==> config.mk <==
export PLATFORM = sky130hd
export DESIGN_NAME = nexys_starship_shield_bank
export DESIGN_NICKNAME = d
export VERILOG_FILES = /design/src/rtl/nexys_starship_pkg.sv /design/src/rtl/nexys_starship_shield_chan.sv /design/src/rtl/nexys_starship_shield_bank.sv
export SDC_FILE = /design/constraint.sdc
export NUM_CORES = 1
export LEC_CHECK = 0
export BUFFER_PORTS_ARGS = -buffer_cell sky130_fd_sc_hd__clkbuf_2
export CAP_MARGIN = 20
export CORE_UTILIZATION = 30
export CTS_CLUSTER_SIZE = 8
export DETAILED_ROUTE_END_ITERATION = 16
export SKIP_LAST_GASP = 1
export SLEW_MARGIN = 10
export SYNTH_ARGS = -nofsm -noshare
export SYNTH_HDL_FRONTEND = slang
export SYNTH_SLANG_ARGS = --single-unit
==> constraint.sdc <==
create_clock -name Clk -period 3.39 [get_ports Clk]
set_clock_uncertainty 0.1 [all_clocks]
set_input_delay 0 -clock Clk [delete_from_list [all_inputs] [get_ports Clk]]
set_output_delay 0 -clock Clk [all_outputs]
set_load 0.01 [all_outputs]
==> src/rtl/nexys_starship_pkg.sv <==
// Shared encodings for the shield bank and its channels.
// Optional repair timeout is enabled with SHIELD_REPAIR_TIMEOUT_EN.
package nexys_starship_pkg;

    localparam int TICK_W = 8;

    typedef enum logic [3:0] {
        CH_IDLE   = 4'b0001,
        CH_ARMING = 4'b0010,
        CH_ARMED  = 4'b0100,
        CH_BROKEN = 4'b1000
    } chan_state_e;

    typedef enum logic [1:0] {
        G_INIT = 2'b01,
        G_PLAY = 2'b10
    } game_state_e;

endpackage

==> src/rtl/nexys_starship_shield_chan.sv <==
// One shield channel: arm delay, break latch, repair check.
// Repair timeout counter exists only with SHIELD_REPAIR_TIMEOUT_EN.
import nexys_starship_pkg::*;

module nexys_starship_shield_chan #(
    parameter int COMBO_W      = 4,
    parameter int ARM_TICKS    = 2,
    parameter int REPAIR_TICKS = 30
) (
    input  logic               clk,
    input  logic               reset,
    input  logic               clear,
    input  logic               start,
    input  logic               tick,
    input  logic               grant,
    input  logic [COMBO_W-1:0] random_hex,
    input  logic               repair_btn,
    input  logic [COMBO_W-1:0] hex_combo,
    output logic               armed,
    output logic               broken,
    output logic [COMBO_W-1:0] combo,
    output logic               mismatch,
    output logic               hull_breach
);

    localparam logic [TICK_W-1:0] ARM_LIM = TICK_W'(ARM_TICKS);

    chan_state_e        st_q, st_d;
    logic [TICK_W-1:0]  cnt_q, cnt_d;
    logic [COMBO_W-1:0] combo_q, combo_d;
    logic               match;

    assign match    = (hex_combo == combo_q);
    assign armed    = (st_q == CH_ARMED);
    assign broken   = (st_q == CH_BROKEN);
    assign combo    = combo_q;
    assign mismatch = broken && repair_btn && !match && !clear;

    // Next-state logic: game clear beats repair beats break
    always_comb begin
        st_d    = st_q;
        cnt_d   = cnt_q;
        combo_d = combo_q;
        if (clear) begin
            st_d    = CH_IDLE;
            cnt_d   = '0;
            combo_d = '0;
        end else begin
            unique case (st_q)
                CH_IDLE: begin
                    if (start) begin
                        st_d  = CH_ARMING;
                        cnt_d = '0;
                    end
                end
                CH_ARMING: begin
                    if (tick && cnt_q != ARM_LIM) begin
                        cnt_d = cnt_q + 8'd1;
                        if (cnt_q + 8'd1 == ARM_LIM) begin
                            st_d = CH_ARMED;
                        end
                    end
                end
                CH_ARMED: begin
                    if (grant) begin
                        st_d    = CH_BROKEN;
                        combo_d = random_hex;
                    end
                end
                CH_BROKEN: begin
                    if (repair_btn && match) begin
                        st_d  = CH_ARMING;
                        cnt_d = '0;
                    end
                end
                default: begin
                    st_d  = CH_IDLE;
                    cnt_d = '0;
                end
            endcase
        end
    end

    // Channel state, arm counter and latched combo
    always_ff @(posedge clk) begin
        if (reset) begin
            st_q    <= CH_IDLE;
            cnt_q   <= '0;
            combo_q <= '0;
        end else begin
            st_q    <= st_d;
            cnt_q   <= cnt_d;
            combo_q <= combo_d;
        end
    end

`ifdef SHIELD_REPAIR_TIMEOUT_EN
    localparam logic [TICK_W-1:0] REP_LIM = TICK_W'(REPAIR_TICKS);

    logic [TICK_W-1:0] rep_q, rep_d;
    logic              hb_q, hb_d;

    // Deadline counter runs only while the channel stays broken
    always_comb begin
        rep_d = rep_q;
        hb_d  = 1'b0;
        if (clear || st_q != CH_BROKEN || st_d != CH_BROKEN) begin
            rep_d = '0;
        end else if (tick) begin
            if (rep_q + 8'd1 == REP_LIM) begin
                rep_d = '0;
                hb_d  = 1'b1;
            end else begin
                rep_d = rep_q + 8'd1;
            end
        end
    end

    // Deadline counter and breach pulse registers
    always_ff @(posedge clk) begin
        if (reset) begin
            rep_q <= '0;
            hb_q  <= 1'b0;
        end else begin
            rep_q <= rep_d;
            hb_q  <= hb_d;
        end
    end

    assign hull_breach = hb_q;
`else
    logic unused_repair;
    assign unused_repair = ^REPAIR_TICKS;
    assign hull_breach   = 1'b0;
`endif

endmodule

==> src/rtl/nexys_starship_shield_bank.sv <==
// Bank of shield channels behind one game FSM with break arbitration.
// Optional repair timeout is enabled with SHIELD_REPAIR_TIMEOUT_EN.
import nexys_starship_pkg::*;

module nexys_starship_shield_bank #(
    parameter int NUM_SHIELDS  = 4,
    parameter int COMBO_W      = 4,
    parameter int ARM_TICKS    = 2,
    parameter int REPAIR_TICKS = 30
) (
    input  logic                             Clk,
    input  logic                             Reset,
    input  logic                             timer_tick,
    input  logic                             play_flag,
    input  logic                             gameover_ctrl,
    input  logic [NUM_SHIELDS-1:0]           break_req,
    input  logic [COMBO_W-1:0]               random_hex,
    input  logic [NUM_SHIELDS-1:0]           repair_btn,
    input  logic [COMBO_W-1:0]               hex_combo,
    output logic                             q_Init,
    output logic                             q_Play,
    output logic [NUM_SHIELDS-1:0]           broken,
    output logic [NUM_SHIELDS*COMBO_W-1:0]   combo_flat,
    output logic [$clog2(NUM_SHIELDS+1)-1:0] broken_count,
    output logic                             all_broken,
    output logic                             wrong_combo,
    output logic                             hull_breach
);

    localparam int CNT_W = $clog2(NUM_SHIELDS + 1);

    game_state_e             game_q, game_d;
    logic                    start, clear;
    logic [NUM_SHIELDS-1:0]  armed, grant, mismatch, hb;
    logic [CNT_W-1:0]        pop;

    // Game FSM next state; start/clear pulse on the transition edge
    always_comb begin
        game_d = game_q;
        start  = 1'b0;
        clear  = 1'b0;
        unique case (game_q)
            G_INIT: begin
                if (play_flag) begin
                    game_d = G_PLAY;
                    start  = 1'b1;
                end
            end
            G_PLAY: begin
                if (gameover_ctrl) begin
                    game_d = G_INIT;
                    clear  = 1'b1;
                end
            end
            default: game_d = G_INIT;
        endcase
    end

    // Game state register
    always_ff @(posedge Clk) begin
        if (Reset) begin
            game_q <= G_INIT;
        end else begin
            game_q <= game_d;
        end
    end

    assign q_Init = (game_q == G_INIT);
    assign q_Play = (game_q == G_PLAY);

    // Lowest-index armed requester wins the shared random_hex
    always_comb begin
        logic found;
        grant = '0;
        found = 1'b0;
        for (int i = 0; i < NUM_SHIELDS; i++) begin
            if (!found && armed[i] && break_req[i]) begin
                grant[i] = 1'b1;
                found    = 1'b1;
            end
        end
    end

    // Population count of broken channels
    always_comb begin
        pop = '0;
        for (int i = 0; i < NUM_SHIELDS; i++) begin
            pop = pop + CNT_W'(broken[i]);
        end
    end

    // Registered status outputs
    always_ff @(posedge Clk) begin
        if (Reset) begin
            broken_count <= '0;
            all_broken   <= 1'b0;
            wrong_combo  <= 1'b0;
        end else begin
            broken_count <= pop;
            all_broken   <= &broken;
            wrong_combo  <= |mismatch;
        end
    end

    assign hull_breach = |hb;

    for (genvar g = 0; g < NUM_SHIELDS; g++) begin : g_chan
        nexys_starship_shield_chan #(
            .COMBO_W      (COMBO_W),
            .ARM_TICKS    (ARM_TICKS),
            .REPAIR_TICKS (REPAIR_TICKS)
        ) u_chan (
            .clk         (Clk),
            .reset       (Reset),
            .clear       (clear),
            .start       (start),
            .tick        (timer_tick),
            .grant       (grant[g]),
            .random_hex  (random_hex),
            .repair_btn  (repair_btn[g]),
            .hex_combo   (hex_combo),
            .armed       (armed[g]),
            .broken      (broken[g]),
            .combo       (combo_flat[g*COMBO_W +: COMBO_W]),
            .mismatch    (mismatch[g]),
            .hull_breach (hb[g])
        );
    end

endmodule

# == Word-level counts from Yosys, hierarchy flattened ==
# Index checks and enable logic that the tools add are counted.
# word_totals
register_bits,71
input_bits,21
output_inout_bits,28
elab_cells,177
# op_classes
add_sub_neg,7
eq_ne,52
muxes,47
n_bitwise,4
n_reduce_logical,51
# ops
cell,count
$pmux 8 s4,4
$mux 8,9
$mux 4,17
$pmux 4 s4,4
$add 8x1->8 const B,4
$eq 8x2->1 const B,4
$ne 8x2->1 const B,4
$logic_and 1x1->1,27
$ne 2x1->1 const B,13
$reduce_and 4->1,5
$reduce_and 5->1,4
$ne 2x2->1 const B,9
$eq 4x1->1 const B,4
$eq 4x2->1 const B,4
$eq 4x3->1 const B,4
$eq 4x4->1,4
$eq 4x4->1 const B,4
$mux 1,10
$reduce_and 2->1,5
$logic_not 1->1,8
$mux 2,2
$not 1->1,4
$pmux 2 s2,1
$reduce_or 4->1,1
6 further kinds,6

# == Longest topological paths before layout ==
# Gate-level depths: netlist of run 1.
# depth
depth_word,17
mapped_depth,9
depth_no_buf,8

# == Cells and area by module ==
# Synthesis of run 1 repeated with hierarchy kept, for this count alone.
# hier_totals
cells_unflattened,597
hier_area_um2,4844.6
# by_module_without_submodules
module,n_inst,cells_per_inst,area_per_inst_um2,seq_area_each_um2
nexys_starship_shield_chan,4,140,1122.3,320.3
nexys_starship_shield_bank,1,37,355.3,140.1

# == Worst setup path after synthesis of run 1 ==
# No wires, ideal clock.
# synth_path
kind,register to register
start,register g_chan[0].u_chan.st_q[0]
end,register broken_count[1]
setup_ns,0.114
t_arrival_ns,2.131
required_time_ns,3.176
slack_ns,1.045
path_stages_with_launch,9
path_buffers,1
synth_period_minus_slack_ns,2.345
path_cell_list,dfxtp_1 buf_2 nor4b_2 inv_1 fa_1 inv_1 ha_1 ha_1 nor2b_1
# synth_between
elab_chain_len,4
# synth_lines
item,line,rtl
from (decl),nexys_starship_shield_chan.sv:28,"chan_state_e st_q, st_d;"
from (signal assigned),nexys_starship_shield_chan.sv:91,st_q <= st_d;
$eq 4x4->1,nexys_starship_shield_chan.sv:35,assign broken = (st_q == CH_BROKEN);
net g_chan[0].u_chan.broken,nexys_starship_shield_chan.sv:20,"output logic broken,"
$add 1x1->2,nexys_starship_shield_bank.sv:88,pop = pop + CNT_W'(broken[i]);
$add 2x1->3,nexys_starship_shield_bank.sv:88,
$add 3x1->3,nexys_starship_shield_bank.sv:88,
net pop[1],nexys_starship_shield_bank.sv:35,logic [CNT_W-1:0] pop;
to (signal assigned),nexys_starship_shield_bank.sv:99,broken_count <= pop;
to (decl),nexys_starship_shield_bank.sv:24,"output logic [$clog2(NUM_SHIELDS+1)-1:0] broken_count,"
# The timed path passes the listed nets, and every way through them passes these cells.
# A chain may end at the register's enable or synchronous reset.

# == Worst setup path in the final report of run 1 ==
# layout_path
start,register g_chan[1].u_chan.st_q[3]
end,register broken_count[1]
# layout_between
elab_chain_len,4
# layout_lines
item,line
from (decl),nexys_starship_shield_chan.sv:28
from (signal assigned),nexys_starship_shield_chan.sv:91
$eq 4x4->1,nexys_starship_shield_chan.sv:35
$add 1x1->2,nexys_starship_shield_bank.sv:88
$add 2x1->3,nexys_starship_shield_bank.sv:88
$add 3x1->3,nexys_starship_shield_bank.sv:88
net pop[1],nexys_starship_shield_bank.sv:35
# The timed path passes the listed nets, and every way through them passes these cells.

==> results summary, run 1 <==
The initial utilization of the core area, before any placement, comes to 0.3087. The clock group share of total power came out at 0.430. The remaining antenna violation count after routing came out at 0. Setup violations remaining at the end of the flow were counted as 0.

sky130_fd_sc_hd__dfxtp_1 takes more of the synthesized area than any other cell. The adder-cell share of the synthesized area came out at 0.04847. The via count of the first global-routing pass came out at 3647. The net count of the finished layout is 590.

The maximum fanout along the worst path is 10. The parity-gate share of the synthesized area counting xor and xnor cells is 0.05927. The count of inserted antenna diode cells came out at 0. The overall die width came out at 121.5 µm. The floorplan step defined a die boundary enclosing 14770 µm². The clock tree buffer depth is 2.

For this run, the share of the core covered by cells in the final layout is 0.3682. The number of antenna violations at the first check in global routing is 0. The residual overflow from global routing is 0. Clock tree synthesis found a total of 71 sinks. The routed length per instance is 14.61 µm. The post-detailed-routing wire length is 10780 µm. The count of input and output buffers is 47.

Counting every instance in the synthesized netlist gives 511. Measured against the total synthesized area, the mux share comes to 0.04730. The share of total power dissipated in combinational logic is 0.195.

Summed over all nets, the switching power comes to 0.7460 mW. Of the post-synthesis cell area, the dominant cell type holds 0.3317. The number of synthesized flops with an enable pin came out at 0. The detailed router placed 3883 vias in this run. Entering global routing, the biggest net connects 36 pins. The global-route wire length before repair came out at 17770 µm. The share of the clock period used by the worst path came out at 0.7408. The worst-case headroom to the max-slew limit came out at 0.3996. The post-synthesis sequential area ratio is 0.3317. Routed signal wires occupy layers up through met4. Clock tree synthesis selected as its root buffer the cell sky130_fd_sc_hd__clkbuf_16. Setup repair after global routing left no endpoint under its margin. The critical path data arrival time is 2630 ps. The library cells used most frequently in the layout, excluding fill and tap cells, are 71 x sky130_fd_sc_hd__dfxtp_1, 48 x sky130_fd_sc_hd__clkbuf_2, 46 x sky130_fd_sc_hd__nand2_1, 40 x sky130_fd_sc_hd__nor2_1, 30 x sky130_fd_sc_hd__a21oi_1.

During I/O placement, the number of pins put on the boundary was 49. By area the synthesized netlist is led by sky130_fd_sc_hd__dfxtp_1 33%, sky130_fd_sc_hd__ha_1 4.4%, sky130_fd_sc_hd__mux2i_1 4.2%. The growth of design area from synthesis to finish came out at 19.27%.

The register clock-pin slew on the reported worst setup and hold paths came out at 60 ps. By area, the combinational part of the netlist is dominated by simple AND/OR/NAND/NOR gates. After detailed routing, the number of vias per cell comes to 5.262.

The endpoint kind of the worst setup timing path is a register. The total count of hold-check failures in the final report is 0. The leading cell type in the layout, fill and taps excluded is sky130_fd_sc_hd__dfxtp_1.

Of the total power, registers draw 0.375. The final instance count without filler cells came out at 738. The post-synthesis average cell area came out at 8.386 µm². VDD sags by at most 0.3450 mV. The floorplan step set the die height to 121.5 µm. For this run, design rule violations remaining after detail routing come to 0. The fraction of synthesis flops using an asynchronous set or reset pin came out at 0. The routability congestion estimate came out at 0.8964. After legalization and detailed placement, the total HPWL measured 7673 µm. The clock period minus worst slack came out at 2511 ps.

The layout cell share with drive strength beyond 1 came out at 0.1577. The number of nets handed over by synthesis was 548. The clock buffer count from CTS came out at 9. The dominant register cell in the synthesized netlist is sky130_fd_sc_hd__dfxtp_1. The number of warnings issued by yosys is 0. After detailed routing, the met3 layer carries 426 µm of wire. The wire length on met2 came out at 5097 µm. The power per cell area is 506.5 nW/µm². The number of synthesized register bits is 71.

Data on the critical path is required at its endpoint by 3510 ps. The tightest min-delay check is of the input pin to register type. STA classifies the critical path startpoint as a register. For this design the static power due to leakage is 2.050 nW. Adding up every negative setup slack in the final design gives 0 ps. The maximum achievable frequency is 398.2 MHz. The flow ran to the end, and the final reports show no timing, DRC or antenna violations. The netlist area before placement is 4285 µm². The switching power share of the total came out at 0.2882.

The number of rows created at floorplan is 43. For the pin with the worst max-slew slack, the measured transition is 892.4 ps. The number of unique standard cell types used by synthesis is 70.

The synthesized-area fraction occupied by ao, oa, aoi and oai cells came out at 0.1854. The number of violations reported at the end of detailed-routing iteration 0 came out at 174. The final max-slew violation count is 0. The area of the core region is 13880 µm².

The H-tree was split into 3 levels. Internal power comes to 1.843 mW. The worst setup path is of the register to register kind. For this block, wires on met1 add up to 5106 µm. The total global-route track usage is 0.1504. Across all register-to-register paths, the minimum setup slack is 880 ps.

TritonCTS built the clock tree. The post-cts resize count is 0. The post-synthesis share of cell area spent on and, or, nand and nor gates came out at 0.2709. The number of cells after detailed placement is 708. Max-cap violations in this run came to 0. The first detailed-routing pass took 4 iterations. The latest clock arrival within the worst-skew pair is 330 ps.
-- area by class of cell --
| type | count | area, µm² |
|---|---|---|
| Clock buffer | 10 | 239.0 |
| Clock inverter | 6 | 115.1 |
| Fill cell | 1422 | 8770 |
| Inverter | 20 | 75.07 |
| Multi-Input combinational cell | 385 | 2628 |
| Sequential cell | 71 | 1421 |
| Tap cell | 180 | 225.2 |
| Timing Repair Buffer | 66 | 407.9 |
-- what timing repair did --
action                    CTS  global route
hold endpoints to repair   24             0
hold buffers               13             0
buffers inserted            0             0
-- logic make-up after synthesis --
| kind of cell | Yosys count |
|---|---|
| other | 1 |
| and+or+nand+nor | 203 |
| adders and majority gates | 16 |
| xor gates and xnor gates | 29 |
| AOI/OAI and AO/OA | 116 |
| DFF | 71 |
| muxes | 20 |
| buffers and inverters | 55 |
-- layer usage --
layer	vias to the layer above	track usage
li1	1948	-
met1	1837	0.1994
met2	84	0.2393
met3	14	0.03430
met4	0	0.05015
met5	-	0
-- state kept, by name (all words and copies together) (netlist names) --
signal,flops
g_chan.u_chan.cnt_q,32
g_chan.u_chan.combo,16
g_chan.u_chan.st_q,16
broken_count,3
game_q,2
all_broken,1
wrong_combo,1
-- worst max-delay path, cell delays in order (launching register included) --
cell,delay (ps)
sky130_fd_sc_hd__dfxtp_1,530
sky130_fd_sc_hd__or4b_1,600
sky130_fd_sc_hd__fa_1,560
sky130_fd_sc_hd__inv_1,50
sky130_fd_sc_hd__ha_1,180
sky130_fd_sc_hd__ha_1,260
sky130_fd_sc_hd__nor2b_1,120
-- stage by stage --
step / hold slack (ps) / setup WS [ps] / cell area, µm² / total power, mW
after global routing: 37.64 / 793.6 / 5111 / 2.721
after CTS: 23.59 / 888.0 / 5106 / 2.614
after floorplan: -28.39 / 1045 / 4285 / 1.373
final: 33.59 / 878.7 / 5111 / 2.589
after detailed placement: 204.5 / 894.5 / 4622 / 1.478
after global placement: 187.2 / 966.1 / 4622 / 1.465
-- power groups by stage --
| stage | sequential, mW | clock [mW] | combinational (mW) |
|---|---|---|---|
| 2_1_floorplan | 0.940 | 0 | 0.434 |
| 3_3_place_gp | 0.980 | 0 | 0.486 |
| 3_5_place_dp | 0.987 | 0 | 0.492 |
| 4_1_cts | 0.969 | 1.14 | 0.503 |
| 5_1_grt | 0.983 | 1.17 | 0.568 |
| 6_report | 0.972 | 1.11 | 0.504 |
-- path summary, 6_finish.rpt --
path              cells past startpoint                              startpoint                                      to
setup / recovery                      6   g_chan[1].u_chan.st_q[3]$_SDFFE_PP0P_              broken_count[1]$_SDFF_PP0_
hold / removal                        5                            break_req[2]   g_chan[2].u_chan.st_q[2]$_SDFFE_PP0P_
setup reg to reg                      6   g_chan[1].u_chan.st_q[3]$_SDFFE_PP0P_              broken_count[1]$_SDFF_PP0_
hold reg to reg                       2  g_chan[0].u_chan.combo[0]$_SDFFE_PP0P_  g_chan[0].u_chan.combo[0]$_SDFFE_PP0P_
-- synthesized netlist by cell type, types with 3 or more instances --
master                     count
sky130_fd_sc_hd__a21oi_1      31
sky130_fd_sc_hd__a31oi_1       7
sky130_fd_sc_hd__a32o_1        3
sky130_fd_sc_hd__and2_1        3
sky130_fd_sc_hd__and3_1        8
sky130_fd_sc_hd__buf_2         9
sky130_fd_sc_hd__buf_4         6
sky130_fd_sc_hd__clkbuf_1     20
sky130_fd_sc_hd__dfxtp_1      71
sky130_fd_sc_hd__ha_1         15
sky130_fd_sc_hd__inv_1        20
sky130_fd_sc_hd__mux2i_1      18
sky130_fd_sc_hd__nand2_1      46
sky130_fd_sc_hd__nand2b_1      4
sky130_fd_sc_hd__nand3_1      23
sky130_fd_sc_hd__nand3b_1      4
sky130_fd_sc_hd__nand4_1       5
sky130_fd_sc_hd__nor2_1       40
sky130_fd_sc_hd__nor2b_1       5
sky130_fd_sc_hd__nor3_1       13
sky130_fd_sc_hd__nor4_1        4
sky130_fd_sc_hd__nor4b_1       9
sky130_fd_sc_hd__o211ai_1      8
sky130_fd_sc_hd__o21a_1        3
sky130_fd_sc_hd__o21ai_0       8
sky130_fd_sc_hd__o21ai_1       7
sky130_fd_sc_hd__o22ai_1       7
sky130_fd_sc_hd__o31ai_1       5
sky130_fd_sc_hd__o41ai_1       7
sky130_fd_sc_hd__or3_1        12
sky130_fd_sc_hd__or3b_2        3
sky130_fd_sc_hd__or4b_1        6
sky130_fd_sc_hd__xnor2_1      16
sky130_fd_sc_hd__xor2_1       13
Power figures use the tool's default switching activity.
==> run 2, diff against run 1 <==
==> constraint.sdc (replaced) <==
create_clock -name Clk -period 2.5 [get_ports Clk]
set_clock_uncertainty 0.1 [all_clocks]
set_input_delay 0 -clock Clk [delete_from_list [all_inputs] [get_ports Clk]]
set_output_delay 0 -clock Clk [all_outputs]
set_load 0.01 [all_outputs]
==> results summary, run 2 (same netlist as run 1, synthesis figures left out) <==
The count of inserted antenna diode cells is 0 (unchanged). Counting flops per register, the top entry is g_chan.u_chan.cnt_q. The global-route wire length before repair came to 18340 µm (+3.2%). The residual overflow from global routing is 0 (unchanged). The clock buffer count from CTS came to 9 (unchanged). The latest clock arrival within the worst-skew pair came out at 340 ps (about the same). The flow ran to the end, and the final reports show no timing, DRC or antenna violations.

The worst setup path category is register to register. The final max-slew violation count is 0 (unchanged). The clock tree buffer depth came out at 2 (unchanged). The number of rows created at floorplan came out at 43 (unchanged). The largest net degree at the start of global routing came to 34 (-5.6%). The I/O pin total is 49 (unchanged).

The routed length per instance was 14.84 µm (+1.6%). The maximum achievable frequency came out at 428.0 MHz (+7.5%). The overall die width is 121.5 µm (unchanged). The starting density of the core came out at 0.3087 (unchanged). The number of antenna violations at the first check in global routing came to 0 (unchanged).

The per-cell via count in the routed design came out at 5.344 (+1.6%). The number of violations reported at the end of detailed-routing iteration 0 came out at 296 (+70%). The final setup TNS came out at 0 ps (unchanged). The type of the tightest min-delay check is input pin to register. The highest cell delay on the worst timing path is 430 ps (-170 ps).

The post-detailed-routing wire length came to 11130 µm (+3.2%). The cell that appears most often on the critical path is sky130_fd_sc_hd__a21oi_1. The worst register-to-register path begins at g_chan[1].u_chan.cnt_q[1]$_SDFFE_PP0P_.

The clock sink total came out at 71 (unchanged). The layout net count came out at 602 (+2.0%). The peak ir drop on the vdd network came out at 0.4802 mV (+39%). The maximum fanout along the worst path came to 13 (+3). The worst setup path startpoint is g_chan[1].u_chan.cnt_q[1]$_SDFFE_PP0P_.

The CTS tree is yes. The critical path data arrival time is 2460 ps (-170 ps). The layout cell share with drive strength beyond 1 is 0.1737 (+0.01598). The power per cell area was 687.8 nW/µm² (+36%). The data required time of the critical path is 2620 ps (-890 ps). The number of flip-flops under the largest register name is 32 (unchanged).

The max-capacitance violation count came out at 0 (unchanged). The vertical die dimension came out at 121.5 µm (unchanged). The total count of hold-check failures in the final report is 0 (unchanged). The die footprint is 14770 µm² (unchanged).

The number of setup buffers added after CTS is 0 (unchanged). The library cells used most frequently in the layout, excluding fill and tap cells, are 71 x sky130_fd_sc_hd__dfxtp_1, 47 x sky130_fd_sc_hd__clkbuf_2, 46 x sky130_fd_sc_hd__nand2_1, 40 x sky130_fd_sc_hd__nor2_1, 30 x sky130_fd_sc_hd__a21oi_1. The share of the clock period used by the worst path is 0.9346 (+0.1938). Setup repair after global routing could not meet its margin everywhere. The leakage component of the power is 2.112 nW (+3.0%). The number of levels the H-tree was split into was 3 (unchanged). The count of input and output buffers is 47 (unchanged). The worst-case headroom to the max-slew limit is 0.4196 (+0.02002).

The placed instance area is 4712 µm² (+1.9%). The worst setup path is captured at a register. The remaining antenna violation count after routing came to 0 (unchanged).

The number of DRC violations after detailed routing came to 0 (unchanged). The via count of the routed design came out at 4008 (+3.2%). The post-cts resize count came out at 0 (unchanged). The category of the worst setup path launch point is a register. The routability congestion estimate came out at 0.8778 (-2.1%). Traced cell by cell, the critical path runs through ha_1 > or4b_1 > o41ai_1 > a21oi_1 > o21ai_2 > a21oi_1 > o221a_1. The half-perimeter wire length after detailed placement is 7921 µm (+3.2%). In this run the most critical hold path is launched from break_req[2]. The area growth from synthesis to layout is 21.46%. The total global-route track usage came out at 0.1544 (+0.004073). The transition time at the pin with the least slew margin is 862.6 ps (-29.75 ps). The worst-case register-to-register setup slack was 160 ps (-720 ps).

The root buffer cell is sky130_fd_sc_hd__clkbuf_16. The clock period minus worst slack is 2337 ps (-174.7 ps). The via count of the first global-routing pass came out at 3752 (+2.9%). The first-pass detailed-route iteration total came out at 5 (+1).

The register clock-pin slew on the reported worst setup and hold paths is 60 ps (about the same). The library cell used most frequently in the layout, excluding fill and tap cells, is sky130_fd_sc_hd__dfxtp_1. The final non-filler cell area came out at 5205 µm² (+1.8%). The count of endpoints failing setup in the final report is 0 (unchanged).

For this design, the slowest cell found on the critical path is sky130_fd_sc_hd__or4b_1. The area of the core region was 13880 µm² (unchanged).
==> run 2: stage by stage <==
stage	utilization	instances	hold slack, ps	total power [mW]	setup slack, ps
global placement	0.3395	720	183.7	2.029	253.9
finish	0.3750	750	10.56	3.580	163.4
CTS	0.3750	750	8.906	3.598	167.3
global route	0.3750	750	50.45	3.737	-22.69
detailed placement	0.3395	720	186.5	2.042	232.1
floorplan	-	511	-28.39	1.862	154.9
==> run 2: layer usage <==
metal | track usage | vias up | share of wire
met5 | 0 | - | 0
met4 | 0.06404 | 0 | 0.016
met3 | 0.02162 | 16 | 0.040
met2 | 0.2440 | 112 | 0.47
met1 | 0.2097 | 1914 | 0.47
li1 | - | 1966 | -
==> run 2: power breakdown <==
group,internal (mW),switching [mW],total (mW)
combinational,0.327,0.425,0.752
clock,0.991,0.543,1.53
sequential,1.20,0.0978,1.29
total,2.51,1.07,3.58
==> run 2: cell type report <==
class	count	area, µm²
multi-input combinational	385	2628
fill	1407	8676
clock buffer	9	225.2
timing repair buffer	78	503.0
inverter	20	75.07
tap	180	225.2
clock inverter	7	127.6
sequential	71	1421
==> run 2: worst paths after layout <==
path                            depth (start not counted)                                      to
worst min-delay path                                    5   g_chan[2].u_chan.st_q[2]$_SDFFE_PP0P_
worst max register to register                          7   g_chan[1].u_chan.st_q[2]$_SDFFE_PP0P_
worst max-delay path                                    7   g_chan[1].u_chan.st_q[2]$_SDFFE_PP0P_
worst min register to register                          2  g_chan[0].u_chan.combo[2]$_SDFFE_PP0P_
==> run 2: what timing repair did <==
item                       CTS  global route
setup endpoints to repair    0             1
hold endpoints to repair    25             0
hold buffers                14             0
==> run 2: critical path, delay by kind of cell (launching register included) <==
family	cells	cell delay, ps
compound gates	5	1100
flops	1	420
fa+ha+maj	1	170
simple gates	1	430
